===== src/rtl/shift_reg_n.sv =====
// ---------------------------------------------------------------------------
// shift_reg_n
//
// Parametrised multi-mode shift/rotate register. A parallel word is loaded,
// or shifted/rotated by a programmable distance. The register moves one bit
// position per enabled clock, so a distance of N costs N cycles instead of a
// full barrel shifter. A start/busy/done handshake sequences each operation.
// A serial port carries the bit shifted out and accepts serial insertion.
//
// Parameters
//   WIDTH       register width in bits (power of two, >= 4)
//   AMT_W       derived, log2(WIDTH), width of the shift amount
//
// Ports
//   clk         rising-edge clock
//   reset       asynchronous, active-low; clears all state immediately
//   enable      global advance; low freezes all state and blocks start
//   start       operation request, sampled in IDLE while enable is high
//   op          000 NOP, 001 LOAD, 010 SLL, 011 SRL, 100 SRA,
//               101 ROL, 110 ROR, 111 SIN (shift left, insert serial_in)
//   amount      number of single-bit steps, 0..WIDTH-1
//   data_in     parallel value for LOAD
//   serial_in   bit inserted at bit 0 by SIN, sampled on each step
//   data_out    register contents
//   serial_out  bit shifted or rotated out by the most recent step
//   busy        a multi-step operation is in progress
//   done        one-cycle pulse when an operation completes
// ---------------------------------------------------------------------------
module shift_reg_n #(
    parameter int WIDTH = 8,
    localparam int AMT_W = $clog2(WIDTH)
) (
    input  logic             clk,
    input  logic             reset,
    input  logic             enable,
    input  logic             start,
    input  logic [2:0]       op,
    input  logic [AMT_W-1:0] amount,
    input  logic [WIDTH-1:0] data_in,
    input  logic             serial_in,
    output logic [WIDTH-1:0] data_out,
    output logic             serial_out,
    output logic             busy,
    output logic             done
);

    typedef enum logic [2:0] {
        OP_NOP  = 3'b000,
        OP_LOAD = 3'b001,
        OP_SLL  = 3'b010,
        OP_SRL  = 3'b011,
        OP_SRA  = 3'b100,
        OP_ROL  = 3'b101,
        OP_ROR  = 3'b110,
        OP_SIN  = 3'b111
    } op_t;

    typedef enum logic {
        IDLE  = 1'b0,
        SHIFT = 1'b1
    } state_t;

    state_t           state,      state_n;
    op_t              op_q,       op_n;
    logic [AMT_W-1:0] cnt,        cnt_n;
    logic [WIDTH-1:0] data_q,     data_n;
    logic             serial_q,   serial_n;
    logic             busy_q,     busy_n;
    logic             done_q,     done_n;

    logic [WIDTH-1:0] step_data;
    logic             step_bit;
    op_t              op_in;

    assign op_in      = op_t'(op);

    assign data_out   = data_q;
    assign serial_out = serial_q;
    assign busy       = busy_q;
    assign done       = done_q;

    // State register. Every output comes straight from a flop here, so
    // nothing on the input side reaches an output within the same cycle.
    always_ff @(posedge clk or negedge reset) begin
        if (!reset) begin
            state    <= IDLE;
            op_q     <= OP_NOP;
            cnt      <= '0;
            data_q   <= '0;
            serial_q <= 1'b0;
            busy_q   <= 1'b0;
            done_q   <= 1'b0;
        end else begin
            state    <= state_n;
            op_q     <= op_n;
            cnt      <= cnt_n;
            data_q   <= data_n;
            serial_q <= serial_n;
            busy_q   <= busy_n;
            done_q   <= done_n;
        end
    end

    // One single-bit step of the latched operation, along with the bit
    // that leaves the register. Non-shift codes never reach SHIFT, so the
    // default (hold) arm is never used there.
    always_comb begin
        step_data = data_q;
        step_bit  = serial_q;
        case (op_q)
            OP_SLL: begin
                step_data = {data_q[WIDTH-2:0], 1'b0};
                step_bit  = data_q[WIDTH-1];
            end
            OP_SRL: begin
                step_data = {1'b0, data_q[WIDTH-1:1]};
                step_bit  = data_q[0];
            end
            OP_SRA: begin
                step_data = {data_q[WIDTH-1], data_q[WIDTH-1:1]};
                step_bit  = data_q[0];
            end
            OP_ROL: begin
                step_data = {data_q[WIDTH-2:0], data_q[WIDTH-1]};
                step_bit  = data_q[WIDTH-1];
            end
            OP_ROR: begin
                step_data = {data_q[0], data_q[WIDTH-1:1]};
                step_bit  = data_q[0];
            end
            OP_SIN: begin
                step_data = {data_q[WIDTH-2:0], serial_in};
                step_bit  = data_q[WIDTH-1];
            end
            default: begin
                step_data = data_q;
                step_bit  = serial_q;
            end
        endcase
    end

    // Next-state logic. done defaults low so the pulse lasts exactly one
    // cycle even while enable is low; everything else defaults to hold,
    // which is also the full-stall behaviour when enable is low.
    always_comb begin
        state_n  = state;
        op_n     = op_q;
        cnt_n    = cnt;
        data_n   = data_q;
        serial_n = serial_q;
        busy_n   = busy_q;
        done_n   = 1'b0;

        if (enable) begin
            case (state)
                IDLE: begin
                    if (start) begin
                        case (op_in)
                            OP_NOP: begin
                                data_n = data_q;
                            end
                            OP_LOAD: begin
                                data_n = data_in;
                                done_n = 1'b1;
                            end
                            default: begin
                                // A zero distance completes at once; otherwise
                                // only latch here, the first step is taken on
                                // the following enabled edge.
                                if (amount == '0) begin
                                    done_n = 1'b1;
                                end else begin
                                    op_n    = op_in;
                                    cnt_n   = amount;
                                    busy_n  = 1'b1;
                                    state_n = SHIFT;
                                end
                            end
                        endcase
                    end
                end
                SHIFT: begin
                    data_n   = step_data;
                    serial_n = step_bit;
                    cnt_n    = cnt - AMT_W'(1);
                    // The step taking cnt to zero is the last one.
                    if (cnt == AMT_W'(1)) begin
                        busy_n  = 1'b0;
                        done_n  = 1'b1;
                        state_n = IDLE;
                    end
                end
                default: begin
                    state_n = IDLE;
                end
            endcase
        end
    end

endmodule


===== config.mk =====
export PLATFORM = sky130hd
export DESIGN_NAME = shift_reg_n
export DESIGN_NICKNAME = d
export VERILOG_FILES = /design/src/rtl/shift_reg_n.sv
export SDC_FILE = /design/constraint.sdc
export NUM_CORES = 1
export LEC_CHECK = 0
export BUFFER_PORTS_ARGS = -buffer_cell sky130_fd_sc_hd__clkbuf_2
export CAP_MARGIN = 20
export CORE_MARGIN = 4
export CORE_UTILIZATION = 51
export DETAILED_ROUTE_END_ITERATION = 16
export PLACE_DENSITY = 0.77
export SLEW_MARGIN = 40
export SYNTH_ARGS = -nofsm -noshare
export SYNTH_HDL_FRONTEND = slang
export SYNTH_SLANG_ARGS = --single-unit

===== constraint.sdc =====
create_clock -name clk -period 2.4 [get_ports clk]
set_clock_uncertainty 0.15 [all_clocks]
set_input_delay 0.48 -clock clk [delete_from_list [all_inputs] [get_ports clk]]
set_output_delay 0.48 -clock clk [all_outputs]
set_load 0.02 [all_outputs]

==> results.md <==
* Worst path slowest cell: dfrtp_1
* Routing usage on met2 at 26.7%
* Cts repair resizes at 0
* Sequential area share after synthesis at 39.3%
* Initial DRC Count at 38
* Combinational share of power at 51.8%
* Crit path required time at 2440 ps
* YS warnings at 0
* Sequential share of power at 37.0%
* Measured slew at the worst slew-check pin at 513 ps
* DP Wirelength at 2.00 mm
* Total global-route track usage at 17.5%
* Layout cell share with drive strength beyond 1 at 31.4%
* Dpl ws at 469 ps
* Kind of critical path: reg -> reg
* Total core area at 2040 µm²
* Initial Utilization at 56.1%
* Simple-gate share of the synthesized area at 16.9%
* Sw Share at 44.5%
* Startpoint Class: register
* Post-synthesis cell area at 1140 µm²
* Busiest metal layer after global routing: met2
* Crit. End Element: register
* Synth Area in Adders at 2.19%
* Unrepaired setup endpoints after global routing: false
* Mux contribution to synthesized area at 12.1%
* Grt total ovfl at 0
* Post-DRT Antenna Nets at 0
* Post-synth cell types at 35
* CTS root buffer: clkbuf_4
* Clk pwr share at 11.2%
* Chip width at 55.4 µm
* Initial DRT Pass Iterations at 4
* CTS clk-pin slew, worst paths at 100 ps
* Synth Area in Compound Gates at 22.7%
* Power Density at 1230 nW/µm²
* Avg Cell Area, Syn at 9.46 µm²
* Worst relative slew slack at 65.6%
* First-pass GRT wire length at 4.38 mm
* Int Pwr at 0.000925 W
* Maximum buffer depth of the clock tree at 2
* Synth Net Count at 142
* Peak supply drop at 0.739 mV
* CTS tree: yes
* Area growth, synth to finish at 18.6%
* GR Layer Usage met1 at 23.7%
* Sw power at 0.000743 W
* Crit path buffers/inverters at 1
* CTS H-tree lvls at 1
* DRC Markers at 0
* Final Wtd Congestion at 0.938
* Total number of vias at 1050
* Final WS setup at 472 ps
* Clock Latency Late Sink at 290 ps
* Crit path arrival time at 1960 ps
* CTS Buf Count at 3
* Cell Area, Placed at 1310 µm²
* Post-DR vias/cell at 5.83
* Die height at 55.4 µm
* Row Count at 16
* Final Max Tran Viols at 0
* Post-Layout Inst Area at 1360 µm²
* Max_cap viols at 0
* Outcome: completed
* Final worst path period need at 1930 ps
* Worst-path maximum fanout at 15
* Die area at 3070 µm²
* Setup Viol. Count Final at 0
* Initial antenna violation count at 0
* GR Util met3 at 2.56%
* Mapped Cells at 121
* Yosys reg bits at 18
* IO Count at 30
* Setup TNS at 0 ps
* WL per Instance at 14.6 µm
* Largest net degree at the start of global routing at 19
* FMAX at 519 MHz
* Count of input and output buffers at 29
* Number of diodes at 0
* Crit path largest cell delay at 620 ps
* Crit path max-delay family: compound AO/OA/AOI/OAI gates
* Worst hold path class: in -> reg
* Post-Synth XOR/XNOR Area at 0%
* WL final at 2.62 mm
* Main combinational cell family by area after synthesis: compound AO/OA/AOI/OAI gates
* Pleak at 0.631 nW
* Fin crit share at 80.3%
* Crit path cell chain: inv_1, a221oi_4, nor2_1, a221o_1
* Hold Violations, Final at 0
* Final net count at 175
* Number of global-route vias before repair at 950
* Clk sinks at 18
## layer usage
metal  vias to the layer above  part of all wire (%)
met1                       498                    46
met4                         0                   2.8
met2                        37                    46
li1                        505                     -
met5                         -                     0
met3                        10                   5.1
## cell usage after synthesis, drive strengths merged
cell type,count,area [µm²]
nand2,6,22.5
o31a,1,8.76
nand3,4,20.0
a21boi,1,7.51
buf,3,23.8
nor2b,1,6.26
dfrtp,18,450
o211ai,1,7.51
clkbuf,1,3.75
nor3,3,20.0
nor2,15,56.3
or3,1,6.26
nand4bb,1,27.5
a221o,1,10.0
inv,13,48.8
nand4b,1,8.76
a21oi,8,40.0
a21o,1,7.51
nand3b,1,7.51
o21a,1,7.51
and2b,1,7.51
ha,2,25.0
o21ai,10,61.3
a221oi,7,78.8
o22ai,3,18.8
a31oi,2,12.5
mux2,7,78.8
or2b,1,11.3
mux2i,6,60.1
## path summary, 6_finish.rpt
path,depth (start not counted),end,startpoint,slack [ps]
max,4,data_out[1],state,470
max in group asynchronous,2,op_q[1],reset,1240
min,3,data_out[3],data_in[3],250
min in group asynchronous,2,cnt[2],reset,550
max reg2reg,4,data_out[1],state,470
min reg2reg,1,cnt[0],cnt[0],390
## kinds of logic (layout without fill, tap and decap cells)
group,Yosys count,after routing
AND/OR/NAND/NOR,35,35
AO/OA/AOI/OAI,36,36
flip-flops,18,18
multiplexers,13,13
adder cells (fa/ha/maj),2,2
buffers and inverters,17,49
## power by group through the flow
| stage | registers (W) | clock network (W) | logic, W |
|---|---|---|---|
| global placement | 0.000617 | 0 | 0.000851 |
| global route | 0.000644 | 0.000206 | 0.000958 |
| floorplan | 0.000646 | 0 | 0.000620 |
| finish | 0.000616 | 0.000187 | 0.000865 |
| detailed placement | 0.000621 | 0 | 0.000859 |
| CTS | 0.000612 | 0.000193 | 0.000869 |
## registers in the layout, summed over array words and instances (netlist names)
register	cells
busy	1
cnt	3
data_out	8
done	1
op_q	3
serial_out	1
state	1
## stage by stage
step / utilization (%) / std cells / hold WS [ps] / power [W]
6_report: 66.5 / 180 / 253 / 0.00167
2_1_floorplan: - / 121 / 34.4 / 0.00127
3_3_place_gp: 64.2 / 175 / 293 / 0.00147
3_5_place_dp: 64.2 / 175 / 299 / 0.00148
4_1_cts: 66.5 / 180 / 248 / 0.00167
5_1_grt: 66.5 / 180 / 255 / 0.00181
## timing repair
action                                 4_1_cts  5_1_grt
buffers inserted                             0        0
endpoints found under the hold margin       18        0
hold buffers                                 1        0
## layout by cell type (no fill, tap or decap), types with 4 or more instances in the layout
master | Yosys | layout
nand2_1 | 6 | 6
dfrtp_1 | 18 | 18
inv_1 | 12 | 12
a21oi_1 | 8 | 8
nor2_1 | 15 | 15
mux2i_1 | 6 | 6
clkbuf_2 | 0 | 29
o21ai_0 | 9 | 9
a221oi_1 | 6 | 6
nand3_1 | 4 | 4
mux2_2 | 7 | 7
## worst min-delay path: cells and delay by family
family,cells,cell delay (ps)
buffers and inverters,2,120
AO/OA/AOI/OAI,1,60
## area by class of cell
| cell class | instances | area [µm²] |
|---|---|---|
| tap | 27 | 33.8 |
| timing repair buffer | 32 | 170 |
| clock buffer | 4 | 36.3 |
| inverter | 13 | 48.8 |
| sequential | 18 | 450 |
| fill | 183 | 684 |
| multi-input combinational | 86 | 618 |
(Power assumes the default switching activity.)
